==> src/rtl/lmdpl_pkg.sv <==
// Shared definitions for the LMDPL dual-rail receive path: FSM states,
// dual-rail code points ({x2, x2_bar}) and a counter-width helper.
package lmdpl_pkg;

  typedef enum logic [1:0] {
    IDLE      = 2'd0,
    PRECHARGE = 2'd1,
    EVALUATE  = 2'd2,
    DONE      = 2'd3
  } state_e;

  // Dual-rail code points, written as {x2, x2_bar}
  localparam logic [1:0] DR_NULL    = 2'b00;
  localparam logic [1:0] DR_ZERO    = 2'b01;
  localparam logic [1:0] DR_ONE     = 2'b10;
  localparam logic [1:0] DR_INVALID = 2'b11;

  // Bits needed to hold values 0..n-1; never less than 1 so a counter
  // for n=1 still has a legal declaration.
  function automatic int unsigned clog2(input int unsigned n);
    int unsigned w;
    w = 1;
    while ((32'd1 << w) < n) w = w + 1;
    return w;
  endfunction

endpackage

==> src/rtl/lmdpl_rail_checker.sv <==
// Combinational reduction of WIDTH dual-rail pairs into three flags:
// every pair at NULL, every pair carrying a valid 0/1 code, any pair at 11.
module lmdpl_rail_checker
  import lmdpl_pkg::*;
#(
  parameter int unsigned WIDTH = 1
) (
  input  logic [WIDTH-1:0] x2,
  input  logic [WIDTH-1:0] x2_bar,
  output logic             all_null,
  output logic             all_complete,
  output logic             any_invalid
);

  logic [1:0] code;

  // Per-bit classification folded into the three reduction flags
  always_comb begin
    all_null     = 1'b1;
    all_complete = 1'b1;
    any_invalid  = 1'b0;
    code         = DR_NULL;
    for (int unsigned i = 0; i < WIDTH; i++) begin
      code = {x2[i], x2_bar[i]};
      if (code != DR_NULL)                      all_null     = 1'b0;
      if (code != DR_ZERO && code != DR_ONE)    all_complete = 1'b0;
      if (code == DR_INVALID)                   any_invalid  = 1'b1;
    end
  end

endmodule

==> src/rtl/lmdpl_dual_rail_decoder.sv <==
// LMDPL receive-side decoder: sequences precharge/evaluate, checks the
// dual-rail code and registers the two Boolean shares (mask, masked value)
// without ever combining them.
// Optional build macro LMDPL_EARLY_FAULT_EN: flag a 11 code in EVALUATE
// immediately instead of letting it run into the timeout.
module lmdpl_dual_rail_decoder
  import lmdpl_pkg::*;
#(
  parameter int unsigned WIDTH      = 1,
  parameter int unsigned PRE_CYCLES = 1,
  parameter int unsigned TIMEOUT    = 4
) (
  input  logic             clk,
  input  logic             rst,
  input  logic             start,
  input  logic [WIDTH-1:0] x1,
  input  logic [WIDTH-1:0] x2,
  input  logic [WIDTH-1:0] x2_bar,
  output logic             precharge,
  output logic             busy,
  output logic [WIDTH-1:0] share0,
  output logic [WIDTH-1:0] share1,
  output logic             valid,
  output logic             fault
);

  localparam int unsigned PW = clog2(PRE_CYCLES);
  localparam int unsigned EW = clog2(TIMEOUT);

  state_e           state_q, state_d;
  logic [PW-1:0]    pre_cnt_q, pre_cnt_d;
  logic [EW-1:0]    eval_cnt_q, eval_cnt_d;
  logic [WIDTH-1:0] share0_q, share1_q;
  logic             fault_q;
  logic             capture, fault_set;
  logic             all_null, all_complete, any_invalid;
  logic             early_fault;

  lmdpl_rail_checker #(
    .WIDTH(WIDTH)
  ) u_checker (
    .x2          (x2),
    .x2_bar      (x2_bar),
    .all_null    (all_null),
    .all_complete(all_complete),
    .any_invalid (any_invalid)
  );

`ifdef LMDPL_EARLY_FAULT_EN
  assign early_fault = any_invalid;
`else
  logic unused_invalid;
  assign unused_invalid = any_invalid;
  assign early_fault    = 1'b0;
`endif

  // State and phase counters
  always_ff @(posedge clk) begin
    if (rst) begin
      state_q    <= IDLE;
      pre_cnt_q  <= '0;
      eval_cnt_q <= '0;
    end else begin
      state_q    <= state_d;
      pre_cnt_q  <= pre_cnt_d;
      eval_cnt_q <= eval_cnt_d;
    end
  end

  // Share capture and sticky fault
  always_ff @(posedge clk) begin
    if (rst) begin
      share0_q <= '0;
      share1_q <= '0;
      fault_q  <= 1'b0;
    end else begin
      if (capture) begin
        share0_q <= x1;
        share1_q <= x2;
      end
      if (fault_set) fault_q <= 1'b1;
    end
  end

  // Next-state, counter updates and capture/fault decisions
  always_comb begin
    state_d    = state_q;
    pre_cnt_d  = pre_cnt_q;
    eval_cnt_d = eval_cnt_q;
    capture    = 1'b0;
    fault_set  = 1'b0;
    unique case (state_q)
      IDLE: begin
        if (start) begin
          state_d   = PRECHARGE;
          pre_cnt_d = PW'(PRE_CYCLES - 1);
        end
      end
      PRECHARGE: begin
        if (pre_cnt_q != '0) begin
          pre_cnt_d = pre_cnt_q - PW'(1);
        end else if (all_null) begin
          state_d    = EVALUATE;
          eval_cnt_d = '0;
        end else begin
          fault_set = 1'b1;
          state_d   = IDLE;
        end
      end
      EVALUATE: begin
        if (early_fault) begin
          fault_set  = 1'b1;
          state_d    = IDLE;
          eval_cnt_d = '0;
        end else if (all_complete) begin
          capture    = 1'b1;
          state_d    = DONE;
          eval_cnt_d = '0;
        end else if (eval_cnt_q == EW'(TIMEOUT - 1)) begin
          fault_set  = 1'b1;
          state_d    = IDLE;
          eval_cnt_d = '0;
        end else begin
          eval_cnt_d = eval_cnt_q + EW'(1);
        end
      end
      DONE: begin
        state_d = IDLE;
      end
      default: begin
        state_d = IDLE;
      end
    endcase
  end

  // Moore outputs decoded from the current state
  always_comb begin
    precharge = 1'b1;
    busy      = 1'b1;
    valid     = 1'b0;
    case (state_q)
      IDLE:     busy      = 1'b0;
      EVALUATE: precharge = 1'b0;
      DONE:     valid     = 1'b1;
      default:  ;
    endcase
  end

  assign share0 = share0_q;
  assign share1 = share1_q;
  assign fault  = fault_q;

endmodule
==> config.mk <==
export PLATFORM = sky130hd
export DESIGN_NAME = lmdpl_dual_rail_decoder
export DESIGN_NICKNAME = d
export VERILOG_FILES = /design/src/rtl/lmdpl_pkg.sv /design/src/rtl/lmdpl_rail_checker.sv /design/src/rtl/lmdpl_dual_rail_decoder.sv
export SDC_FILE = /design/constraint.sdc
export NUM_CORES = 1
export LEC_CHECK = 0
export ABC_CLOCK_PERIOD_IN_PS = 1710
export BUFFER_PORTS_ARGS = -buffer_cell sky130_fd_sc_hd__buf_2
export CAP_MARGIN = 20
export CORE_AREA = 2 2 39 41
export DETAILED_ROUTE_END_ITERATION = 16
export DIE_AREA = 0 0 41 43
export GPL_ROUTABILITY_DRIVEN = 0
export HOLD_SLACK_MARGIN = 0.15
export PLACE_DENSITY_LB_ADDON = 0.25
export SYNTH_ARGS = -nofsm -noshare
export SYNTH_HDL_FRONTEND = slang
export SYNTH_HIERARCHICAL = 1
export SYNTH_SLANG_ARGS = --single-unit
==> constraint.sdc <==
create_clock -name clk -period 1.71 [get_ports clk]
set_input_delay 0 -clock clk [delete_from_list [all_inputs] [get_ports clk]]
set_output_delay 0 -clock clk [all_outputs]
set_load 0.05 [all_outputs]
[Word-level counts from Yosys, hierarchy flattened]
Cells that the tools add are included.
Operators by class
  add/sub/neg operators: 2
  multipliers: 0
  div/mod/pow operators: 0
  magnitude comparators: 0
  equality and inequality tests: 10
  shift operators: 0
  multiplexer cells: 24
  bitwise logic cells: 0
  reduce and logical (&&, ||, !) cells: 8
Operator list (count)
  2-bit two-way mux: 9
  1-bit two-way mux: 11
  2-bit != test (second input constant): 4
  2-bit one-hot mux with 4 select lines: 1
  2-bit equality test (second input constant): 3
  3-bit AND reduction: 2
  2-bit nonzero test: 3
  1-bit one-hot mux with 2 select lines: 2
  2-bit one-hot mux with 2 select lines: 1
  3-bit != test (second input constant): 1
  2-bit by 1-bit adder with 2-bit output (second input constant): 1
  2-bit by 1-bit equality test with 1-bit output (second input constant): 1
  2-bit zero test: 1
  2-bit by 1-bit != test with 1-bit output (second input constant): 1
  2-bit AND reduction: 1
  1-bit logical AND: 1
  1-bit subtractor (second input constant): 1
Word-level totals
  bits in registers: 8
  latch bits: 0
  memory bits (writable): 0
  ROM bits: 0
  input bits: 6
  word-level logic and storage cells: 50
  memories kept: 0

[Depth between registers and ports, before layout]
Gate-level depths: netlist of run 1.
  word-level depth: 4
  mapped depth: 6
  gate-level depth less buffers: 5

[By module]
The synthesis of run 1 kept the hierarchy.
Modules (own cells, without submodules)
  lmdpl_dual_rail_decoder: instances 1, cells an instance 45, area each 417.9 sq um, sequential area each 140.1 sq um
  lmdpl_rail_checker: instances 1, cells an instance 4, area each 32.5 sq um, sequential area each 0.0 sq um

[Least setup slack after synthesis of run 1]
No wires, ideal clock.
  path kind: flip-flop to flip-flop
  start: register state_q[0]
  end: register state_q[0]
  setup time: 0.119 ns
  arrival: 1.276 ns
  required time: 1.591 ns
  path slack: 0.316 ns
  stages on the path, launching flop included: 6
  cell sequence: dfxtp_1 > inv_1 > ha_1 > inv_1 > nand2_1 > o221a_1
On the way
  longest elaborated chain between the ends: 3
  elaborated cells on any way between the ends: 9
  classes of those cells: eq/ne: 6; mux: 1; reduce/logical: 2
Ends and longest elaborated chain
  from (decl): line lmdpl_dual_rail_decoder.sv:30  | state_e state_q, state_d;
  from (signal assigned): line lmdpl_dual_rail_decoder.sv:64  | state_q <= state_d;
  2-bit equality test, or another cell as far along: line lmdpl_dual_rail_decoder.sv:92  | unique case (state_q)
  3-bit != test (no line) or 2-bit != test (tied branches)
  3-bit AND reduction (no line)
Parallel ways exist; a longest one is shown, timed or not.
A chain may end at the register's enable or synchronous reset.

[Final worst setup path of run 1]
  start: input x2
  end: register state_q[0]
On the way
  longest elaborated chain between the ends: 4
  elaborated cells on any way between the ends: 7
  classes of those cells: eq/ne: 3; mux: 2; reduce/logical: 2
Ends and longest elaborated chain
  from (decl): line lmdpl_dual_rail_decoder.sv:17  | input logic [WIDTH-1:0] x2,
  2-bit by 1-bit != test with 1-bit output or 2-bit != test (tied branches): line lmdpl_rail_checker.sv:26  | if (code != DR_ZERO && code != DR_ONE) all_complete = 1'b0;
  1-bit logical AND (*): line lmdpl_rail_checker.sv:26
  2-bit two-way mux or 3-bit != test (tied branches)
  2-bit one-hot mux with 4 select lines or 3-bit AND reduction (tied branches)
Every way passes the cells marked *; elsewhere a longest branch is shown, timed or not.

==> summary.md, run 1 <==
| Metric | Value |
|---|---|
| Final Hold Vio Count | 0 |
| Starting Density | 0.316 |
| Critical Path RT | around 1900 ps |
| Critical path type | input port to flip-flop |
| Die area | between 1500 and 2000 sq um |
| Reg2Reg Depth | 5 |
| Placed cell areas | 502 sq um |
| Clock Sinks | 7 |
| HPWL after DPL | 646 um |
| Max FO, Critical Path | 8 |
| Commonest non-fill, non-tap cell in the layout | buf_2 |
| Max_slew headroom | 0.785 |
| Final setup violation count | 0 |
| Post-route clock period utilization | 0.880 |
| Worst EP arrival | about 1700 ps |
| Internal reg-to-reg setup slack | 230 ps |
| DR vias | ~390 |
| Worst IR Drop VDD | slightly above 400 uV |
| Htree depth | 1 |
| HP Start | start |
| Worst setup EP type | flip-flop |
| # resized after CTS | 0 |
| Power Density | roughly 740 nW/um^2 |
| GRT Resource Usage Total | 0.122 |
| Core ar. | ~1400 sq um |
| Final Max Tran Viols | 0 |
| Worst-Margin Slew | ~320 ps |
| Vias in the first global route | around 330 |
| Worst Hold End | state_q[1] |
| RSZ-0062 raised after global routing | no |
| RR Endpoint | state_q[0] |
| Routed WL | 892 um |
| Drt first pass iters | 4 |
| Worst-case clock skew | ~3.3 ps |
| Area Growth Syn to Fin | 27.4% |
| # IOs | 12 |
| Vias per cell | between 4 and 5 |
| Die width | 41 um |
| WL/cell | roughly 11 um |
| Total negative setup slack | 0 ps |
| Syn_area_per_cell | 9.12 sq um |
| Ant diodes | 0 |
| Design area | between 500 and 600 sq um |
| Number of DRC markers in iteration 0 | 13 |
| Worst hold-check path type | input port to flip-flop |
| Crit path time final | 1510 ps |
| Fill cell count | around 140 |
| Post-synthesis instance total | 48 |
| Layout cells sized above 1 | 0.262 |
| Gr ovfl total | 0 |
| R2R Path Start | state_q[0] |
| Max Cap Viol | 0 |
| Row cnt | 14 |
| Cell area after synthesis | 438 sq um |
| Most frequent cells in the layout | 11 x buf_2, 8 x inv_1, 7 x dfxtp_1, 6 x nand2_1, 6 x ha_1 |
| Hold Path Stages | 4 |
| Die H | 43 um |
| Antenna viol nets, final | 0 |
| Drc violations | 0 |
| FMAX | 664 MHz |
| CTS tree | yes |
| Pleak | between 0.2 and 0.3 nW |
| CTS Buf Count | 3 |
| Worst-path clk slew | approximately 60 ps |
| Clock buffer depth | 2 |
| Mapped Nets | 60 |
| Pin count of the biggest net entering global routing | 12 |
| Nets | ~80 |
| First-pass GRT wire length | between 1 and 1.5 mm |
| Worst skew pair latency | ~250 ps |
| Crit start category | input port |
| Root Driver | clkbuf_4 |
| Status | finished clean |
| Initial antenna violation count | 0 |
| Yosys warnings | 6 |
| PortBufs | 11 |
[power by group]
part	leakage, nW	switching [mW]	total (mW)	internal [mW]
Sequential	0.0567	0.00398	0.172	0.168
Combinational	0.188	0.0532	0.0869	0.0337
Clock	0.0150	0.0624	0.151	0.0891
Total	0.260	0.120	0.411	0.291
[cell type report]
| class | count | area (sq um) | area share |
|---|---|---|---|
| clock buffers | 4 | 26.3 | 0.0471 |
| inverters | 8 | 30.0 | 0.0538 |
| multi-input cells | 32 | 256 | 0.460 |
| flip-flops and latches | 7 | 140 | 0.251 |
| well taps | 16 | 20.0 | 0.0359 |
| repair buffers | 14 | 85.1 | 0.152 |
[worst max-delay path: stages]
cell and delay [ps]:
dlygate4sd3_1 520, buf_2 120, inv_1 40, ha_1 390, nor3b_2 280, a21oi_2 70
o221a_1 240
[how the worst max path moves through the flow]
| stage | startpoint | end | slack (ps) | depth (start not counted) |
|---|---|---|---|---|
| floorplan | state_q[0] | state_q[0] | 320 | 5 |
| finish | x2 | state_q[0] | 200 | 7 |
| CTS | x2 | state_q[0] | 210 | 7 |
| detailed placement | state_q[0] | state_q[0] | 240 | 5 |
| global placement | state_q[0] | state_q[0] | 280 | 5 |
| global route | state_q[0] | state_q[0] | 130 | 5 |
[per-stage QoR]
stage               hold slack [ps]  worst slack [ps]  utilization  cells  power [mW]
floorplan                      69.1               316            -     48       0.236
global placement                264               282        0.363     74       0.257
detailed placement              267               239        0.363     74       0.256
CTS                             179               212        0.403     81       0.415
global route                    204               125        0.403     81       0.434
finish                          182               205        0.403     81       0.411
[what timing repair did]
| item | 4_1_cts | 5_1_grt |
|---|---|---|
| hold endpoints to repair | 7 | 0 |
| setup buffers | 0 | 0 |
| hold buffers | 3 | 0 |
| endpoints found under the setup margin | 0 | 0 |
[per-layer routing]
metal / GRT usage / vias to the layer above / routed length (um)
met5: 0 / - / 0
met4: 0.100 / 0 / 21
met3: 0.0157 / 4 / 38
met2: 0.181 / 9 / 443
met1: 0.146 / 177 / 387
li1: - / 198 / -
[state kept, by name, indices dropped and copies added, names as in the netlist]
signal / cells
eval_cnt_q: 2
fault: 1
share0: 1
share1: 1
state_q: 2
Note: power is estimated with default switching activity, not from simulation.
==> run 2: changes to the inputs <==
--- a/config.mk
+++ b/config.mk
@@ -5,7 +5,7 @@
 export SDC_FILE = /design/constraint.sdc
 export NUM_CORES = 1
 export LEC_CHECK = 0
-export ABC_CLOCK_PERIOD_IN_PS = 1710
+export ABC_CLOCK_PERIOD_IN_PS = 1500
 export BUFFER_PORTS_ARGS = -buffer_cell sky130_fd_sc_hd__buf_2
 export CAP_MARGIN = 20
 export CORE_AREA = 2 2 39 41
==> constraint.sdc (replaced) <==
create_clock -name clk -period 1.5 [get_ports clk]
set_input_delay 0 -clock clk [delete_from_list [all_inputs] [get_ports clk]]
set_output_delay 0 -clock clk [all_outputs]
set_load 0.05 [all_outputs]
==> run 2 against run 1 <==
Sequential power up 14%. Worst setup slack worse by 120 ps. Non-clock buffer count rose by 1. Die area unchanged. Largest cell class unchanged. Sequential cell count unchanged. Critical endpoint unchanged. Register-to-register slack worse by 70 ps. Clock power is 15% higher. Final area up 2.2%.
==> summary.md, run 2 (same netlist as run 1, synthesis figures left out) <==
| Metric | Value |
|---|---|
| Worst EP arrival | 1550 ps (was 1650 ps) |
| Max FO, Critical Path | 8 (unchanged) |
| Overall Power | 0.469 mW (was 0.411 mW) |
| Ant diodes | 0 (unchanged) |
| GRT Resource Usage Total | 0.119 (was 0.122) |
| # IOs | 12 (unchanged) |
| Clock buffer depth | 2 (unchanged) |
| Fill cell count | 152 (was 144) |
| Die width | 41 um (unchanged) |
| Number of DRC markers in iteration 0 | 4 (was 13) |
| Crit start category | input port (unchanged) |
| Die H | 43 um (unchanged) |
| Max Cap Viol | 0 (unchanged) |
| Largest regs | eval_cnt_q x2, state_q x2 (unchanged) |
| Initial antenna violation count | 0 (unchanged) |
| FMAX | 706 MHz |
| Worst skew pair latency | 250 ps (about the same) |
| PortBufs | 11 (unchanged) |
| Worst hold-check path type | input port to flip-flop (unchanged) |
| Status | finished clean (unchanged) |
| Vias per cell | 4.62 (was 4.79) |
| Crit-path cells | dlygate4sd3_1 -> buf_2 -> inv_1 -> ha_2 -> nor3b_2 -> a21oi_2 -> o221a_1 (was dlygate4sd3_1 -> buf_2 -> inv_1 -> ha_1 -> nor3b_2 -> a21oi_2 -> o221a_1) |
| Critical Path RT | 1640 ps (was 1850 ps) |
| Commonest non-fill, non-tap cell in the layout | buf_2 (unchanged) |
| Root Driver | clkbuf_4 (unchanged) |
| Worst-Margin Slew | 244 ps (was 322 ps) |
| WL met2 | 365 um (was 443 um) |
| CTS tree | yes (unchanged) |
| First-pass GRT wire length | 1.37 mm (was 1.40 mm) |
| Worst IR Drop VDD | 468 uV (was 403 uV) |
| CTS Buf Count | 3 (unchanged) |
| Pin count of the biggest net entering global routing | 10 (was 12) |
| DR vias | 379 (was 388) |
| Total negative setup slack | 0 ps (unchanged) |
| CP max stage delay | 530 ps (was 520 ps) |
| Antenna viol nets, final | 0 (unchanged) |
| Routed WL | 833 um (was 892 um) |
| Placed cell areas | 509 sq um (was 502 sq um) |
| Gr ovfl total | 0 (unchanged) |
| WL/cell | 10.2 um (was 11.0 um) |
| Most frequent cells in the layout | 11 x buf_2, 8 x inv_1, 7 x dfxtp_1, 6 x nand2_1, 4 x ha_1 (was 11 x buf_2, 8 x inv_1, 7 x dfxtp_1, 6 x nand2_1, 6 x ha_1) |
| Drc violations | 0 (unchanged) |
| Die area | 1760 sq um (unchanged) |
| Power Density | 822 nW/um^2 (was 736 nW/um^2) |
| Clock Sinks | 7 (unchanged) |
| Worst-case clock skew | 7.16 ps (was 3.30 ps) |
| Slowest CP cell | dlygate4sd3_1 (unchanged) |
| Htree depth | 1 (unchanged) |
| Worst setup EP type | flip-flop (unchanged) |
| Critical path type | input port to flip-flop (unchanged) |
| RSZ-0062 raised after global routing | no (unchanged) |
| Drt first pass iters | 3 (was 4) |
| Row cnt | 14 (unchanged) |
| HPWL after DPL | 646 um (about the same) |
| Pleak | 0.262 nW (was 0.260 nW) |
| Layout cells sized above 1 | 0.303 (was 0.262) |
| Final setup violation count | 0 (unchanged) |
| Top Layer Used | met4 (unchanged) |
| Max_slew headroom | 0.833 (was 0.785) |
| Vias in the first global route | 361 (was 329) |
| Fin Hold WS | 169 ps (was 182 ps) |
| Area Growth Syn to Fin | 30.3% (was 27.4%) |
| Crit path time final | about 1400 ps |
| Starting Density | 0.316 (unchanged) |
| Final Max Tran Viols | 0 (unchanged) |
| Core ar. | 1380 sq um (unchanged) |
| Nets | 79 (was 78) |
| M1 wire length | 408 um (was 387 um) |
| Worst-path clk slew | 50 ps (was 60 ps) |
| Design area | 571 sq um (was 558 sq um) |
| Post-route clock period utilization | 0.944 |
| Metal3 WL | 28 um (was 38 um) |
| Final Hold Vio Count | 0 (unchanged) |
==> run 2: cell count changes in the layout (fill, tap and decap cells not counted), sizes merged <==
cell  previous run  this run
buf             11        12
==> run 2: per-stage QoR <==
stage,utilization,worst slack (ps),std cells
finish,0.412,84.0,82
detailed placement,0.368,92.2,75
CTS,0.409,19.1,82
global route,0.412,29.5,82
floorplan,-,106,48
global placement,0.368,122,75
==> run 2: path summary, 6_finish.rpt <==
check | cells after the start | end | start | slack [ps]
hold / removal | 4 | state_q[1] | start | 170
setup reg to reg | 5 | state_q[0] | state_q[0] | 160
hold reg to reg | 1 | fault | fault | 460
setup / recovery | 7 | state_q[0] | x2 | 80
==> run 2: timing repair <==
item | CTS | global route
buffers inserted | 0 | 0
gates resized for setup | 0 | 2
setup endpoints to repair | 0 | 1
endpoints found under the hold margin | 7 | 0
hold buffers | 3 | 0
==> run 2: final cells by class <==
type / count / area [sq um] / share of cell area
multi-input combinational: 32 / 262 / 0.458
sequential: 7 / 140 / 0.246
clock buffer: 4 / 26.3 / 0.0461
timing repair buffer: 15 / 92.6 / 0.162
tap: 16 / 20.0 / 0.0351
inverter: 8 / 30.0 / 0.0526
==> run 2: layer usage <==
metal,vias to the layer above,track usage
met5,-,0
met4,0,0.120
met2,8,0.166
met3,4,0.0157
li1,202,-
met1,165,0.143
==> run 2: power breakdown <==
part | internal (mW) | switching [mW] | total, mW | leakage, nW
sequential | 0.192 | 0.00445 | 0.196 | 0.0567
clock | 0.102 | 0.0721 | 0.174 | 0.0150
combinational | 0.0395 | 0.0595 | 0.0989 | 0.190
==> run 2: critical path: cells and delay by family <==
kind / cells / cell delay (ps)
AOI/OAI and AO/OA: 2 / 310
adders and majority gates: 1 / 310
buffers and inverters: 3 / 710
and+or+nand+nor: 1 / 230
==> run 3: changes to the inputs <==
==> constraint.sdc (replaced) <==
create_clock -name clk -period 1.5 [get_ports clk]
set_input_delay 0.225 -clock clk [delete_from_list [all_inputs] [get_ports clk]]
set_output_delay 0.225 -clock clk [all_outputs]
set_load 0.05 [all_outputs]
==> run 3 against run 2 <==
First-iteration DRC count stayed put. Worst setup slack better by 5.2 ps. Cell count is 3.7% lower. Sequential cell count stayed put. Via count is 0.79% lower. Global-route usage is 0.47 points higher. Wire length is 2.5% higher. Sequential share of layout area is 1.4 points higher. Critical path type is now flip-flop to output pin. Largest cell class unchanged. Highest routed layer unchanged.
==> summary.md, run 3 (same netlist as run 1, synthesis figures left out) <==
| Metric | Value |
|---|---|
| Worst Hold End | share1 (was state_q[1]) |
| # IOs | 12 (unchanged) |
| Register area | 141 sq um (was 140 sq um) |
| Largest regs | eval_cnt_q x2, state_q x2 (unchanged) |
| Gr ovfl total | 0 (unchanged) |
| Worst EP arrival | 1190 ps (was 1550 ps) |
| Pin count of the biggest net entering global routing | 9 (was 10) |
| Clock buffer depth | 2 (unchanged) |
| Core ar. | 1380 sq um (unchanged) |
| Clock Sinks | 7 (unchanged) |
| Number of DRC markers in iteration 0 | 4 (unchanged) |
| Crit path time final | 1410 ps (was 1420 ps) |
| CTS Buf Count | 3 (unchanged) |
| GRT Resource Usage Total | 0.124 (was 0.119) |
| Row cnt | 14 (unchanged) |
| Starting Density | 0.316 (unchanged) |
| HPWL after DPL | 643 um (was 646 um) |
| Clock power share | 0.378 (was 0.370) |
| Placed cell areas | 509 sq um (unchanged) |
| FMAX | 709 MHz (was 706 MHz) |
| Worst-Margin Slew | 259 ps (was 244 ps) |
| Die H | 43 um (unchanged) |
| Initial antenna violation count | 0 (unchanged) |
| Fin Hold WS | 217 ps (was 169 ps) |
| PortBufs | 11 (unchanged) |
| Internal reg-to-reg setup slack | 150 ps (was 160 ps) |
| Area Growth Syn to Fin | 24.6% (was 30.3%) |
| Reg2Reg Depth | 6 (was 5) |
| Root Driver | clkbuf_4 (unchanged) |
| Routed WL | 854 um (was 833 um) |
| Hold Buf Count CTS | 0 (was 3) |
| Vias in the first global route | 361 (unchanged) |
| Vias per cell | 4.76 (was 4.62) |
| First-pass GRT wire length | 1.41 mm (was 1.37 mm) |
| Power Density | 865 nW/um^2 (was 822 nW/um^2) |
| Antenna viol nets, final | 0 (unchanged) |
| Sw Ratio | 0.296 (was 0.290) |
| Total negative setup slack | 0 ps (unchanged) |
| Overall Power | 0.472 mW (was 0.469 mW) |
| Max_slew headroom | 0.822 (was 0.833) |
| Status | finished clean (unchanged) |
| Area of the multi-input gates | 256 sq um (was 262 sq um) |
| Critical Path RT | 1270 ps (was 1640 ps) |
| Worst-case clock skew | 3.45 ps (was 7.16 ps) |
| Htree depth | 1 (unchanged) |
| Commonest non-fill, non-tap cell in the layout | buf_2 (unchanged) |
| Layout cells sized above 1 | 0.302 (was 0.303) |
| Worst IR Drop VDD | 473 uV (was 468 uV) |
| Max Cap Viol | 0 (unchanged) |
| Die width | 41 um (unchanged) |
| RSZ-0062 raised after global routing | no (unchanged) |
| Max FO, Critical Path | 3 (was 8) |
| Hold Path Stages | 2 (was 4) |
| Combinational power share | 0.204 (was 0.211) |
| Drt first pass iters | 4 (was 3) |
| Most frequent cells in the layout | 9 x buf_2, 8 x inv_1, 6 x nand2_1, 6 x ha_1, 6 x dfxtp_1 (was 11 x buf_2, 8 x inv_1, 7 x dfxtp_1, 6 x nand2_1, 4 x ha_1) |
| CP Launch Point | state_q[1] (was x2) |
| Die area | 1760 sq um (unchanged) |
| R2R Path Start | state_q[0] (unchanged) |
| Worst skew pair latency | 260 ps (was 250 ps) |
| DR vias | 376 (was 379) |
| Post-route clock period utilization | 0.941 (was 0.944) |
| Fill cell count | 140 (was 152) |
| Ant diodes | 0 (unchanged) |
| Final Max Tran Viols | 0 (unchanged) |
| Nets | 76 (was 79) |
| HP Start | rst (was start) |
| Design area | 546 sq um (was 571 sq um) |
| Power share of the sequential group | 0.419 (about the same) |
| Setup Buffers After CTS | 0 (unchanged) |
| Final Hold Vio Count | 0 (unchanged) |
| Drc violations | 0 (unchanged) |
| Worst setup EP type | output pin (was flip-flop) |
| Pleak | 0.256 nW (was 0.262 nW) |
| CTS tree | yes (unchanged) |
| Crit start category | flip-flop (was input port) |
| Worst-path clk slew | 60 ps (was 50 ps) |
| Sw Pwr | 0.140 mW (was 0.136 mW) |
| P_int | 0.332 mW (was 0.333 mW) |
| Critical path type | flip-flop to output pin (was input port to flip-flop) |
| Final setup violation count | 0 (unchanged) |
| RR Endpoint | state_q[0] (unchanged) |
| WL/cell | 10.8 um (was 10.2 um) |
| Worst hold-check path type | input port to flip-flop (unchanged) |
## run 3: cell types whose count changed in the layout (fill, tap and decap cells not counted)
| cell | previous run | this run |
|---|---|---|
| buf_6 | 0 | 1 |
| ha_2 | 2 | 0 |
| ha_1 | 4 | 6 |
| dfxtp_1 | 7 | 6 |
| buf_2 | 11 | 9 |
| buf_4 | 1 | 2 |
| dfxtp_2 | 0 | 1 |
| dlygate4sd3_1 | 3 | 0 |
## run 3: power by group through the flow
stage               logic, mW  clock network [mW]  registers, mW
floorplan              0.0624                   0          0.206
global placement       0.0917                   0          0.201
detailed placement     0.0907                   0          0.201
CTS                    0.0943               0.191          0.197
global route            0.105               0.195          0.199
finish                 0.0960               0.178          0.197
## run 3: final cells by class
cell class / instances / share of cell area
Multi-Input combinational cell: 32 / 0.470
Sequential cell: 7 / 0.259
Timing Repair Buffer: 12 / 0.131
Inverter: 8 / 0.0550
Clock buffer: 4 / 0.0482
Tap cell: 16 / 0.0367
## run 3: critical path, cell delays in order (launching register included)
cell and delay, ps:
dfxtp_1 360, inv_1 90, ha_1 210, inv_1 110
buf_6 170
## run 3: what timing repair did
action	in CTS	in global routing
endpoints found under the hold margin	0	0
gates cloned	0	0
setup endpoints to repair	2	4
gates resized for setup	2	2
## run 3: stage by stage
| step | instances | utilization | setup slack, ps |
|---|---|---|---|
| floorplan | 48 | - | 106 |
| finish | 79 | 0.394 | 89.2 |
| global route | 79 | 0.394 | 9.75 |
| detailed placement | 75 | 0.368 | 88.5 |
| global placement | 75 | 0.368 | 107 |
| CTS | 79 | 0.391 | 10.6 |
## run 3: layer usage
layer	vias to the layer above	wire length, um	GRT usage
li1	196	-	-
met3	2	29	0.0157
met5	-	0	0
met2	9	448	0.188
met4	0	9	0.120
met1	169	367	0.135
## run 3: worst max path at each step
stage | end | slack (ps) | cells past startpoint
6_report | busy | 90 | 4
4_1_cts | precharge | 10 | 4
3_5_place_dp | state_q[0] | 90 | 6
3_3_place_gp | state_q[0] | 110 | 6
5_1_grt | busy | 10 | 4
2_1_floorplan | state_q[0] | 110 | 5
